==> src/rtl/serial_lshr_unit_if.sv <==
// Handshake bundle for serial_lshr_unit: operand/request channel, result/response channel, busy flag.
interface serial_lshr_unit_if #(
  parameter int unsigned WIDTH = 8
);
  logic [WIDTH-1:0] I0;
  logic [WIDTH-1:0] I1;
  logic             in_valid;
  logic             in_ready;
  logic [WIDTH-1:0] O;
  logic             out_valid;
  logic             out_ready;
  logic             busy;

  modport master (
    output I0, I1, in_valid, out_ready,
    input  in_ready, O, out_valid, busy
  );

  modport slave (
    input  I0, I1, in_valid, out_ready,
    output in_ready, O, out_valid, busy
  );
endinterface

==> src/rtl/serial_lshr_unit.sv <==
// Iterative logical shift-right: O = I0 >> I1, one bit position per clock.
// The shift amount is clamped to WIDTH so worst-case latency is bounded.
module serial_lshr_unit #(
  parameter int unsigned WIDTH = 8
) (
  input  logic                CLK,
  input  logic                ASYNCRESETN,
  serial_lshr_unit_if.slave   bus
);

  localparam int unsigned CNT_W = $clog2(WIDTH + 1);
  localparam logic [WIDTH-1:0] WIDTH_V   = WIDTH'(WIDTH);
  localparam logic [CNT_W-1:0] WIDTH_CNT = CNT_W'(WIDTH);

  typedef enum logic [1:0] {
    IDLE  = 2'd0,
    SHIFT = 2'd1,
    DONE  = 2'd2
  } state_t;

  state_t           state_q, state_d;
  logic [WIDTH-1:0] data_q,  data_d;
  logic [CNT_W-1:0] cnt_q,   cnt_d;
  logic [CNT_W-1:0] n_sat;

  // State, data and remaining-shift registers with async active-low reset.
  always_ff @(posedge CLK or negedge ASYNCRESETN) begin
    if (!ASYNCRESETN) begin
      state_q <= IDLE;
      data_q  <= '0;
      cnt_q   <= '0;
    end else begin
      state_q <= state_d;
      data_q  <= data_d;
      cnt_q   <= cnt_d;
    end
  end

  // Next-state, datapath update and handshake outputs.
  always_comb begin
    state_d = state_q;
    data_d  = data_q;
    cnt_d   = cnt_q;
    // Compare at full operand width before narrowing to the counter width.
    n_sat   = (bus.I1 >= WIDTH_V) ? WIDTH_CNT : CNT_W'(bus.I1);

    unique case (state_q)
      IDLE: begin
        if (bus.in_valid) begin
          data_d  = bus.I0;
          cnt_d   = n_sat;
          state_d = (n_sat != '0) ? SHIFT : DONE;
        end
      end
      SHIFT: begin
        // A plain shift (not a concatenation) keeps WIDTH=1 legal.
        data_d = data_q >> 1;
        cnt_d  = cnt_q - 1'b1;
        if (cnt_q == CNT_W'(1)) begin
          state_d = DONE;
        end
      end
      DONE: begin
        if (bus.out_ready) begin
          state_d = IDLE;
        end
      end
      default: begin
        state_d = IDLE;
      end
    endcase

    bus.in_ready  = (state_q == IDLE);
    bus.out_valid = (state_q == DONE);
    bus.busy      = (state_q != IDLE);
    bus.O         = (state_q == DONE) ? data_q : '0;
  end

endmodule
==> src/flat_wrapper.sv <==
// flat-port wrapper written by rule: the top's interface ports become plain ports
module serial_lshr_unit_flat 
#(
  parameter int unsigned WIDTH = 8
)
  (CLK, ASYNCRESETN, bus_I0, bus_I1, bus_in_valid, bus_out_ready, bus_in_ready, bus_O, bus_out_valid, bus_busy);
  serial_lshr_unit_if #(.WIDTH(WIDTH)) bus_i ();
  input  logic CLK;
  input  logic ASYNCRESETN;
  input wire logic [$bits(bus_i.I0)-1:0] bus_I0;
  input wire logic [$bits(bus_i.I1)-1:0] bus_I1;
  input wire logic [$bits(bus_i.in_valid)-1:0] bus_in_valid;
  input wire logic [$bits(bus_i.out_ready)-1:0] bus_out_ready;
  output wire logic [$bits(bus_i.in_ready)-1:0] bus_in_ready;
  output wire logic [$bits(bus_i.O)-1:0] bus_O;
  output wire logic [$bits(bus_i.out_valid)-1:0] bus_out_valid;
  output wire logic [$bits(bus_i.busy)-1:0] bus_busy;
  assign bus_i.I0 = bus_I0;
  assign bus_i.I1 = bus_I1;
  assign bus_i.in_valid = bus_in_valid;
  assign bus_i.out_ready = bus_out_ready;
  assign bus_in_ready = bus_i.in_ready;
  assign bus_O = bus_i.O;
  assign bus_out_valid = bus_i.out_valid;
  assign bus_busy = bus_i.busy;
  serial_lshr_unit #(.WIDTH(WIDTH)) u_core (.CLK(CLK), .ASYNCRESETN(ASYNCRESETN), .bus(bus_i));
endmodule
==> config.mk <==
export PLATFORM = sky130hd
export DESIGN_NAME = serial_lshr_unit_flat
export DESIGN_NICKNAME = d
export VERILOG_FILES = /design/src/rtl/serial_lshr_unit_if.sv /design/src/rtl/serial_lshr_unit.sv /design/src/flat_wrapper.sv
export SDC_FILE = /design/constraint.sdc
export NUM_CORES = 1
export LEC_CHECK = 0
export ABC_AREA = 1
export BUFFER_PORTS_ARGS = -buffer_cell sky130_fd_sc_hd__buf_2
export CORE_MARGIN = 2
export CORE_UTILIZATION = 48
export DETAILED_ROUTE_END_ITERATION = 6
export GPL_TIMING_DRIVEN = 0
export PLACE_DENSITY = 0.79
export SYNTH_ARGS = -nofsm -noshare
export SYNTH_HDL_FRONTEND = slang
export SYNTH_SLANG_ARGS = --single-unit
==> constraint.sdc <==
create_clock -name CLK -period 1.4 [get_ports CLK]
set_input_delay 0.28 -clock CLK [delete_from_list [all_inputs] [get_ports CLK]]
set_output_delay 0.28 -clock CLK [all_outputs]
set_load 0.01 [all_outputs]
# ---- After elaboration in Yosys (flattened, before gate mapping)
# Index checks and enable logic that the tools add are counted.
dict set report totals {
  regBits 14
  out_inout_bits 11
  word_cells 28
}
dict set report op_classes {
  n_addsub 1
  magnitude_cmp 1
  n_eq_ne 6
  muxes 11
  n_reduce_logical 6
}
# op n
set ops {}
lappend ops {{$mux W8} 2}
lappend ops {{$pmux W8 S2} 1}
lappend ops {{$ge A8 B4 Y1 const B} 1}
lappend ops {{$mux W2} 4}
lappend ops {{$mux W4} 2}
lappend ops {{$pmux W4 S2} 1}
lappend ops {{$pmux W2 S3} 1}
lappend ops {{$eq A4 B1 Y1 const B} 1}
lappend ops {{$ne A2 B2 Y1 const B} 2}
lappend ops {{$reduce_bool A2 Y1} 2}
lappend ops {{$reduce_bool A4 Y1} 1}
lappend ops {{$sub A4 B1 Y4 const B} 1}
lappend ops {{$reduce_and A3 Y1} 1}
lappend ops {{$eq A2 B1 Y1 const B} 1}
lappend ops {{$eq A2 B2 Y1 const B} 1}
lappend ops {{$logic_not A2 Y1} 1}
lappend ops {{$ne A2 B1 Y1 const B} 1}
lappend ops {{$reduce_and A2 Y1} 1}

# ---- Logic depth before layout (Yosys ltp)
# Gate-level depths: netlist (run 1).
dict set report depth {
  depth_word 6
  mapped_depth 7
  mapped_depth_nobuf 7
}

# ---- Worst setup path after synthesis (run 1)
# OpenSTA, ideal clock, no wires.
dict set report synth_timing {
  path_kind {register to output}
  start {register u_core.state_q[1]}
  end {output port bus_O[0]}
  t_arrival_ns 0.971
  t_required_ns 1.120
  path_slack_ns 0.149
  path_stages_with_launch 5
  path_buffers 0
  path_cell_list {dfrtp_1 > inv_2 > nor2_2 > inv_2 > nor2_1}
}
dict set report synth_between {
  elab_chain_len 2
}
# element line
set synth_lines {}
lappend synth_lines {{start: declaration} serial_lshr_unit.sv:21} ;# state_t state_q, state_d;
lappend synth_lines {{start signal: assignment} serial_lshr_unit.sv:33} ;# state_q <= state_d;
lappend synth_lines {{$eq A2 B2 Y1} --}
lappend synth_lines {{named net bus_out_valid} flat_wrapper.sv:16} ;# output wire logic [$bits(bus_i.out_valid)-1:0] bus_out_valid;
lappend synth_lines {{$mux W8} serial_lshr_unit.sv:76} ;# bus.O = (state_q == DONE) ? data_q : '0;
lappend synth_lines {{end: declaration} flat_wrapper.sv:15} ;# output wire logic [$bits(bus_i.O)-1:0] bus_O;
# The timed path passes the listed nets, and every way through them passes these cells.

# ---- Final worst setup path (run 1)
dict set report layout_timing {
  start {register u_core.state_q[1]}
  end {output port bus_O[1]}
}
dict set report layout_between {
  elab_chain_len 2
}
# element line
set layout_lines {}
lappend layout_lines {{$eq A2 B2 Y1} serial_lshr_unit.sv:76}
lappend layout_lines {{$mux W8} serial_lshr_unit.sv:76}
# No other way between the ends.

==> out/qor.yml, run 1 <==
worstPathRequired_ns: 1.12
routed-via-count: 927
via_per_inst: 4.88
worst_slew_pin_slew_ns: 0.323
largest_net_degree_at_the_start_of_global_routing: 15
run_status: "complete, but fails checks"
grt-busiest-layer: "met2"
die_area_um2: 2180
grt_use_met1: 0.286
timing_hold_violations_final: 0
grt.overflow.total: 0
floorplan.die.width_um: 46.7
clk_root_buffer_cell: "clkbuf_4"
cp_num_buf_inv: 4
worstSetupStartpointType: "flop"
path_clk_slew_ns: 0.09
numPortBuffers: 30
grt_first_pass_wirelength_mm: 3.35
max_freq_mhz: 653
number_of_cells_produced_by_synthesis: 120
crit_cells: 6
worst_hold_path_type: "input port to flop"
top_level_ports: 31
static-leakage-power_uw: 0.000677
irDropWorstVdd_uv: 1130
grt_antenna_before_repair: 0
core_area_um2: 1730
post_drt_wl_per_cell_um: 11.4
violations_in_the_final_reports: "negative setup slack"
critPathMaxStageDelay_ns: 0.38
cts_buffer_depth: 2
path_cells: "inv_2 -> nor2_4 -> buf_6 -> inv_6 -> nor2_4 -> buf_6"
tritoncts: "done"
antenna_cells_inserted: 0
timing_worst_setup_path_type: "flop to primary output"
initial_core_util: 0.506
maxCapViolations: 0
cts-htree-levels: 1
final_max_slew_viol_count: 0
global_route.usage.met2: 0.372
worstSetupEndpointType: "primary output"
path_max_fanout: 5
clk-insertion-delay-late_ns: 0.29
postLayoutSetupSlackWorst_ns: -0.131
layout.core_utilization: 0.733
finalNetCount: 188
slew_headroom: 0.784
final_min_period_over_clock_period: 1.09
nFillCells: 157
reg2reg_from: "u_core.state_q[0]"
synthesis.area_um2: 873
final.min_clock_period_ns: 1.53
grt_pass1_vias: 820
worst_clock_skew_ns: 0.00301
hpwlAfterDp_mm: 1.48
synthesis.nets: 142
worst_setup_path_endpoint: "bus_O[1]"
place_ws_ns: 0.104
cts-buffers-inserted: 3
detail_route.drc_violations: 0
synth_seq_cells: 14
post_route_wl_mm: 2.17
synth_sequential_area_ratio: 0.401
post_synth_num_cell_types: 17
core.rowCount: 15
r2r_cells: 7
gpl.final_weighted_congestion: 0.778
synth.largest_area_cell: "dfrtp_1"
worstSetupStartpoint: "u_core.state_q[1]"
data_arrival_critical_path_ns: 1.25
timing.rr.end: "u_core.state_q[0]"
critical_path.slowest_cell: "dfrtp_2"
report.power.total_uw: 2830
layout.cells.most_common_list: "nand2_1, buf_2, inv_1, dfrtp_1, nand3_1"
finalSetupViolCount: 10
power_per_cell_area_nw_per_um2: 2230
final.setup.tns_ns: -1.02
drt_first_pass_iters: 4
track_usage: 0.223
yosys-top-cells-area: "dfrtp_1, nand2_1, inv_1"
global_route.usage.met3: 0.0118
synthesis.area_per_instance_um2: 7.28
clock-sinks: 14
die_h_um: 46.7
syn2layout_area_growth_pct: 45.0
layout-drive-gt1-share: 0.376
synth.yosys.warnings: 0
drt.antenna.violating_nets: 0
fraction_of_synthesized_cell_area_taken_by_the_top_area_cell_type: 0.401
rsz_0062_raised_after_global_routing: "yes"
crit_family: "flip-flops"
drt_first_iter_violations: 18
regToRegSetupSlack_ns: 0.01
==> worst min-delay path by stage <==
stage / cells past startpoint / slack (ns) / endpoint / from
2_1_floorplan: 0 / -0.02 / u_core.cnt_q[0] / ASYNCRESETN
3_3_place_gp: 1 / 0.19 / u_core.cnt_q[0] / ASYNCRESETN
3_5_place_dp: 1 / 0.19 / u_core.cnt_q[3] / ASYNCRESETN
4_1_cts: 3 / 0.24 / u_core.data_q[7] / bus_I0[7]
5_1_grt: 3 / 0.26 / u_core.data_q[6] / bus_I0[6]
6_report: 3 / 0.25 / u_core.data_q[5] / bus_I0[5]
==> routing by layer <==
layer  vias up  share of wire
li1        465              -
met1       435           0.44
met2        22           0.51
met3         5          0.031
met4         0          0.021
met5         -              0
==> worst reg2reg max path, delay by kind of cell, from the launching register on <==
family	cells	cell delay [ns]
buffers and inverters	4	0.53
and+or+nand+nor	2	0.13
DFF	1	0.43
AOI/OAI and AO/OA	1	0.21
==> through the flow <==
step / hold WS [ns] / instances / area (um^2)
4_1_cts: 0.242 / 184 / 1170
5_1_grt: 0.260 / 190 / 1270
6_report: 0.255 / 190 / 1270
3_5_place_dp: 0.194 / 175 / 1050
3_3_place_gp: 0.190 / 175 / 1050
2_1_floorplan: -0.0156 / 120 / 873
==> sequential cells by signal (all words and copies together), names as in the netlist <==
| name | count |
|---|---|
| u_core.cnt_q | 4 |
| u_core.data_q | 8 |
| u_core.state_q | 2 |
==> logic make-up (layout without fill, tap and decap cells) <==
logic type / count (synthesis) / in the layout / synth area share
and+or+nand+nor: 56 / 56 / 0.284
adders and majority gates: 2 / 2 / 0.0286
DFF: 14 / 14 / 0.401
AOI/OAI and AO/OA: 21 / 21 / 0.153
buffers and inverters: 27 / 72 / 0.133
==> layout make-up <==
cell class	count	area (um^2)	share of cell area
Sequential cell	14	353	0.279
Inverter	25	106	0.0840
Tap cell	25	31.3	0.0247
Clock buffer	4	36.3	0.0287
Timing Repair Buffer	40	267	0.210
Timing Repair inverter	1	7.51	0.00593
Multi-Input combinational cell	79	439	0.347
Buffer	2	26.3	0.0208
==> synthesized netlist by cell type <==
cell type,number
nand2_1,27
dfrtp_1,14
or2_2,1
or2_0,1
nor2_2,1
inv_1,20
o21ai_4,1
nor3_1,1
o211ai_1,7
buf_6,2
nor2_1,14
a21oi_1,5
nor2_8,1
inv_2,5
nand3_1,10
o21ai_1,8
ha_1,2
==> power breakdown <==
group          switching, uW  internal [uW]  leakage (uW)  total, uW
logic                   1020            802      0.000488       1820
clock network            144            159     0.0000210        303
registers               90.6            611      0.000167        702
==> repair_timing <==
action                                  CTS  global route
cloned                                    1             0
buffers inserted                          3             6
hold endpoints to repair                 14             0
pin swaps                                 1             3
gates resized for setup                   8            15
hold buffers                              1             0
endpoints found under the setup margin   11            21
(Power assumes the default switching activity.)
==> run 2, diff against run 1 <==
- CORE_MARGIN: 2 -> not set
==> run 2 against run 1 <==
  * The run still ends with negative setup slack left
  * Sequential share of layout area rose by 1.4 points
  * Critical endpoint is now bus_O[5]
  * Critical path type unchanged
  * Worst hold slack got worse by 0.026 ns
  * Worst setup slack improved by 0.068 ns
  * Clock-buffer cell count did not move
  * Non-clock buffer count rose by 3
==> out/qor.yml, run 2 (same netlist as run 1, synthesis figures left out) <==
cts_buffer_depth: 2  # unchanged
worstPathRequired_ns: 1.12  # about the same
initial_core_util: 0.511  # +0.00556
die_area_um2: 1990  # -8.4%
worstSetupStartpoint: "u_core.state_q[0]"
static-leakage-power_uw: 0.000677  # about the same
clk-insertion-delay-late_ns: 0.30  # about the same
drt.antenna.violating_nets: 0  # unchanged
data_arrival_critical_path_ns: 1.18  # -0.07 ns
die_h_um: 44.7  # -4.3%
grt.overflow.total: 0  # unchanged
maxCapViolations: 0  # unchanged
largest_register_ff_count: 8  # unchanged
gpl.final_weighted_congestion: 0.774  # -0.42%
critical_path.slowest_cell: "dfrtp_2"
worstSetupStartpointType: "flop"
path_clk_slew_ns: 0.10  # about the same
mostFrequentLayoutCell: "buf_2"
worst_setup_path_endpoint: "bus_O[5]"
reg2reg_from: "u_core.state_q[0]"
core_area_um2: 1710  # -1.1%
worst_clock_skew_ns: 0.00107  # -0.00194 ns
tritoncts: "done"
numPortBuffers: 30  # unchanged
cp_num_buf_inv: 2  # -2
core.rowCount: 15  # unchanged
layout-drive-gt1-share: 0.359  # -0.0165
layout.cells.most_common_list: "buf_2, nand2_1, inv_1, nor2_1, dfrtp_1"
power_per_cell_area_nw_per_um2: 2290  # +2.5%
largest_net_degree_at_the_start_of_global_routing: 15  # unchanged
r2r_cells: 6  # -1
timing.rr.end: "u_core.cnt_q[3]"
crit_cells: 4  # -2
routed-via-count: 967  # +4.3%
grt_pass1_vias: 837  # +2.1%
cts-buffers-inserted: 3  # unchanged
floorplan.die.width_um: 44.7  # -4.3%
stdcell_area_um2: 1210  # -4.7%
clk_root_buffer_cell: "clkbuf_4"
timing_worst_setup_path_type: "flop to primary output"
cts-htree-levels: 1  # unchanged
path_cells: "nor2_4 -> inv_4 -> nor2_1 -> buf_2"
place.detailed.instances: 175  # unchanged
track_usage: 0.260  # +0.0373
grt_antenna_before_repair: 0  # unchanged
run_status: "complete, but fails checks"
hpwlAfterDp_mm: 1.46  # -1.7%
largest_register: "u_core.data_q"
grt_first_pass_wirelength_mm: 3.64  # +8.6%
irDropWorstVdd_uv: 1210  # +7.1%
final.min_clock_period_ns: 1.46  # -0.0677 ns
post_drt_wl_per_cell_um: 12.4  # +8.3%
report.power.total_uw: 2760  # -2.4%
timing_hold_violations_final: 0  # unchanged
largestRegisters: "u_core.data_q x8, u_core.cnt_q x4, u_core.state_q x2"
finalSetupViolCount: 9  # -1
final_cells: 192  # +1.1%
detail_route.drc_violations: 0  # unchanged
rsz_0062_raised_after_global_routing: "yes"
syn2layout_area_growth_pct: 38.1
violations_in_the_final_reports: "negative setup slack"
finalNetCount: 190  # +1.1%
nFillCells: 144  # -8.3%
max_freq_mhz: 683  # +4.6%
worst_slew_pin_slew_ns: 0.334  # +0.0105 ns
clock-sinks: 14  # unchanged
post_route_wl_mm: 2.38  # +9.5%
worst_hold_path_type: "input port to flop"
postLayoutSetupSlackWorst_ns: -0.0636  # +0.0677 ns
path_max_fanout: 9  # +4
via_per_inst: 5.04  # +3.2%
regToRegSetupSlack_ns: 0.01  # about the same
drt_first_pass_iters: 4  # unchanged
drt_first_iter_violations: 35  # +17
antenna_cells_inserted: 0  # unchanged
final_max_slew_viol_count: 0  # unchanged
top_level_ports: 31  # unchanged
crit_family: "flip-flops"
place_area_um2: 1050  # unchanged
worstSetupEndpointType: "primary output"
slew_headroom: 0.778  # -0.00697
critPathMaxStageDelay_ns: 0.45  # +0.07 ns
final_min_period_over_clock_period: 1.05  # -0.0484
run 2: worst reg2reg max path, cell delays in order, from the launching register on:
cell and delay, ns:
dfrtp_2 0.45, buf_4 0.17, o21ai_4 0.25, inv_4 0.08, buf_6 0.15, nand3_1 0.10
nand2_1 0.07
run 2: worst min-delay path by stage:
stage	end	depth (start not counted)	startpoint	slack [ns]
5_1_grt	u_core.data_q[7]	3	bus_I0[7]	0.25
3_5_place_dp	u_core.cnt_q[1]	1	ASYNCRESETN	0.20
6_report	u_core.state_q[1]	3	bus_out_ready	0.23
3_3_place_gp	u_core.cnt_q[2]	1	ASYNCRESETN	0.19
2_1_floorplan	u_core.cnt_q[0]	0	ASYNCRESETN	-0.02
4_1_cts	u_core.state_q[1]	3	bus_out_ready	0.23
run 2: layout make-up:
cell class,count,area (um^2),share of cell area
Multi-Input combinational cell,79,414,0.343
Sequential cell,14,353,0.293
Timing Repair Buffer,43,248,0.205
Inverter,25,101,0.0840
Clock buffer,4,36.3,0.0301
Tap cell,25,31.3,0.0259
Buffer,2,22.5,0.0187
run 2: where the power goes:
part / total [uW] / internal [uW] / leakage (uW) / switching (uW)
combinational: 1730 / 730 / 0.000489 / 995
sequential: 717 / 611 / 0.000167 / 106
clock: 317 / 159 / 0.0000210 / 158
total: 2760 / 1500 / 0.000677 / 1260
run 2: repair_timing:
| item | CTS | global route |
|---|---|---|
| hold endpoints to repair | 14 | 0 |
| hold buffers | 1 | 0 |
| pin swaps | 1 | 2 |
| cloned | 0 | 1 |
| setup buffers | 3 | 8 |
| endpoints found under the setup margin | 11 | 13 |
| gates resized for setup | 4 | 3 |
run 2: stage by stage:
step	utilization	worst slack, ns	hold WS (ns)	setup TNS (ns)
floorplan	-	0.149	-0.0156	0
global placement	0.618	0.114	0.195	0
detailed placement	0.618	0.0951	0.200	0
CTS	0.662	-0.0796	0.230	-0.567
global route	0.706	-0.127	0.249	-1.08
finish	0.706	-0.0636	0.229	-0.408
run 2: metal layers:
metal | routed length (um) | track usage | up-vias
li1 | - | - | 475
met4 | 76 | 0.127 | 0
met3 | 139 | 0.0286 | 9
met2 | 1150 | 0.456 | 45
met5 | 0 | 0 | -
met1 | 1010 | 0.314 | 438
==> run 3, diff against run 2 <==
- CORE_UTILIZATION: 48 -> 43
- PLACE_DENSITY: 0.79 -> 0.75
- clock period: 1.4 -> 1.2 ns (I/O delays scaled with it)
==> run 3 against run 2 <==
  * The run still ends with negative setup slack left
  * Non-clock buffer count decreased by 2
  * Sequential share of layout area decreased by 1.7 points
  * Combinational power increased by 28%
  * Power increased by 22%
  * Worst hold slack got worse by 0.015 ns
  * Die area increased by 11%
  * First-iteration DRC count decreased by 23%
  * Utilization decreased by 0.24 points
  * Clock skew increased by 0.0018 ns
  * Global-route usage decreased by 3.9 points
  * Sequential power increased by 15%
  * Design area increased by 6.2%
  * Critical path type unchanged
  * Critical endpoint is now bus_O[1]
  * Highest routed layer unchanged
==> out/qor.yml, run 3 (same netlist as run 1, synthesis figures left out) <==
reg2reg_from: "u_core.state_q[0]"
cts-buffers-inserted: 3  # unchanged
r2r_cells: 7  # +1
worst_clock_skew_ns: 0.00291  # +0.00184 ns
clk-insertion-delay-late_ns: 0.28  # -0.02 ns
maxCapViolations: 0  # unchanged
final_max_slew_viol_count: 0  # unchanged
grt.overflow.total: 0  # unchanged
path_max_fanout: 9  # unchanged
numPortBuffers: 30  # unchanged
grt_first_pass_wirelength_mm: 3.40  # -6.6%
max_freq_mhz: 714
worst_setup_path_endpoint: "bus_O[1]"
static-leakage-power_uw: 0.000689  # +1.8%
cell_internal_power_dissipation_uw: 1890  # +26%
finalSetupViolCount: 25  # +16
largestRegisters: "u_core.data_q x8, u_core.cnt_q x4, u_core.state_q x2"
seqPwrFrac: 0.243  # -0.017
postLayoutSetupSlackWorst_ns: -0.200  # -0.136 ns
irDropWorstVdd_uv: 1300  # +8.1%
switching_share: 0.441  # -0.0160
final.min_clock_period_ns: 1.40
core.rowCount: 15  # unchanged
detail_route.drc_violations: 0  # unchanged
rsz_0062_raised_after_global_routing: "yes"
finalNetCount: 188  # -1.1%
drt_first_pass_iters: 4  # unchanged
worstPathRequired_ns: 0.96  # -0.16 ns
grt-busiest-layer: "met2"
comb_power_share: 0.656  # +0.031
die_area_um2: 2220  # +11%
drt.antenna.violating_nets: 0  # unchanged
layout-drive-gt1-share: 0.394  # +0.0347
power_per_cell_area_nw_per_um2: 2640  # +15%
violations_in_the_final_reports: "negative setup slack"
power.share.clock: 0.101  # -0.014
global_route.usage.met2: 0.389  # -0.0670
floorplan.die.width_um: 47.1  # +5.4%
final_min_period_over_clock_period: 1.17
worst_hold_path_type: "input port to flop"
core_area_um2: 1820  # +6.6%
path_clk_slew_ns: 0.09  # about the same
hpwlAfterDp_mm: 1.47  # +0.95%
routed-via-count: 948  # -2.0%
timing.rr.end: "u_core.state_q[0]"
layout.cells.most_common_list: "buf_2, nand2_1, inv_1, nor2_1, dfrtp_1"
slew_headroom: 0.685  # -0.0927
track_usage: 0.221  # -0.0387
grt_use_met1: 0.269  # -0.0450
place_ws_ns: -0.0889  # -0.184 ns
timing_worst_setup_path_type: "flop to primary output"
largest_net_degree_at_the_start_of_global_routing: 15  # unchanged
data_arrival_critical_path_ns: 1.16  # -0.02 ns
cts-htree-levels: 1  # unchanged
timing_hold_violations_final: 0  # unchanged
via_per_inst: 4.99  # -0.93%
top_level_ports: 31  # unchanged
final_cells: 190  # -1.0%
regToRegSetupSlack_ns: -0.16  # -0.17 ns
tritoncts: "done"
worstSetupEndpointType: "primary output"
clock-sinks: 14  # unchanged
worstSetupStartpointType: "flop"
mostFrequentLayoutCell: "buf_2"
worst_slew_pin_slew_ns: 0.471  # +0.137 ns
power_switching_uw: 1490  # +18%
antenna_cells_inserted: 0  # unchanged
global_route.usage.met3: 0.0385  # +0.00989
largest_register_ff_count: 8  # unchanged
gpl.final_weighted_congestion: 0.833  # +7.6%
largest_register: "u_core.data_q"
initial_core_util: 0.480  # -0.0316
die_h_um: 47.1  # +5.4%
clk_root_buffer_cell: "clkbuf_4"
grt_antenna_before_repair: 0  # unchanged
cts_buffer_depth: 2  # unchanged
grt_pass1_vias: 858  # +2.5%
drt_first_iter_violations: 27  # -23%
whs_path_cells: 3  # unchanged
run_status: "complete, but fails checks"
post_route_wl_mm: 2.20  # -7.6%
place.detailed.instances: 175  # unchanged
syn2layout_area_growth_pct: 46.7
final.setup.tns_ns: -3.58  # -3.17 ns
nFillCells: 157  # +9.0%
post_drt_wl_per_cell_um: 11.6  # -6.6%
worstSetupStartpoint: "u_core.state_q[0]"
## run 3: cell count changes in the layout (fill, tap and decap cells not counted), moves of 2 or more
| cell | delta |
|---|---|
| buf_4 | -6 |
| inv_2 | -2 |
| nand3_1 | -3 |
| buf_6 | +2 |
| buf_8 | +2 |
| nand3_2 | +2 |
| a21oi_1 | -3 |
| a21oi_2 | +3 |
## run 3: repair_timing
action | CTS | global route
setup buffers | 5 | 3
pin swaps | 2 | 7
hold endpoints to repair | 14 | 0
cloned | 0 | 2
endpoints found under the setup margin | 22 | 25
hold buffers | 1 | 0
gates resized for setup | 9 | 16
## run 3: layout make-up
class | instances | area, um^2 | area share
multi-input cells | 79 | 452 | 0.353
flip-flops and latches | 14 | 353 | 0.275
repair buffers | 41 | 272 | 0.212
inverters | 25 | 111 | 0.0869
clock buffers | 4 | 36.3 | 0.0283
well taps | 25 | 31.3 | 0.0244
plain buffers | 2 | 26.3 | 0.0205
## run 3: how the worst min path moves through the flow
stage                  endpoint         from  slack, ns
2_1_floorplan   u_core.cnt_q[0]  ASYNCRESETN      -0.06
3_3_place_gp   u_core.data_q[5]  ASYNCRESETN       0.15
3_5_place_dp   u_core.data_q[5]  ASYNCRESETN       0.16
4_1_cts        u_core.data_q[6]    bus_I0[6]       0.22
5_1_grt        u_core.data_q[4]    bus_I0[4]       0.21
6_report       u_core.data_q[4]    bus_I0[4]       0.21
## run 3: power groups by stage
stage          combinational, uW  clock (uW)  sequential [uW]
2_1_floorplan               1190           0              834
3_3_place_gp                1500           0              855
3_5_place_dp                1560           0              859
4_1_cts                     1810         344              820
5_1_grt                     2460         374              851
6_report                    2220         340              822
## run 3: routing by layer
layer / share of wire / vias to the layer above / wire length [um]
li1: - / 464 / -
met1: 0.43 / 439 / 954
met2: 0.50 / 41 / 1090
met3: 0.058 / 4 / 127
met4: 0.013 / 0 / 28
met5: 0 / - / 0
## run 3: stage by stage
step	power [uW]	util	hold slack, ns	instance area (um^2)
global route	3690	0.704	0.210	1280
CTS	2980	0.640	0.221	1160
finish	3380	0.704	0.214	1280
global placement	2360	0.580	0.151	1060
floorplan	2030	-	-0.0556	875
detailed placement	2420	0.580	0.158	1060
## run 3: critical path, cell delays in order, from the launching register on
cell,delay [ns]
dfrtp_2,0.44
nor2_4,0.14
inv_4,0.07
nor2_1,0.10
buf_2,0.14
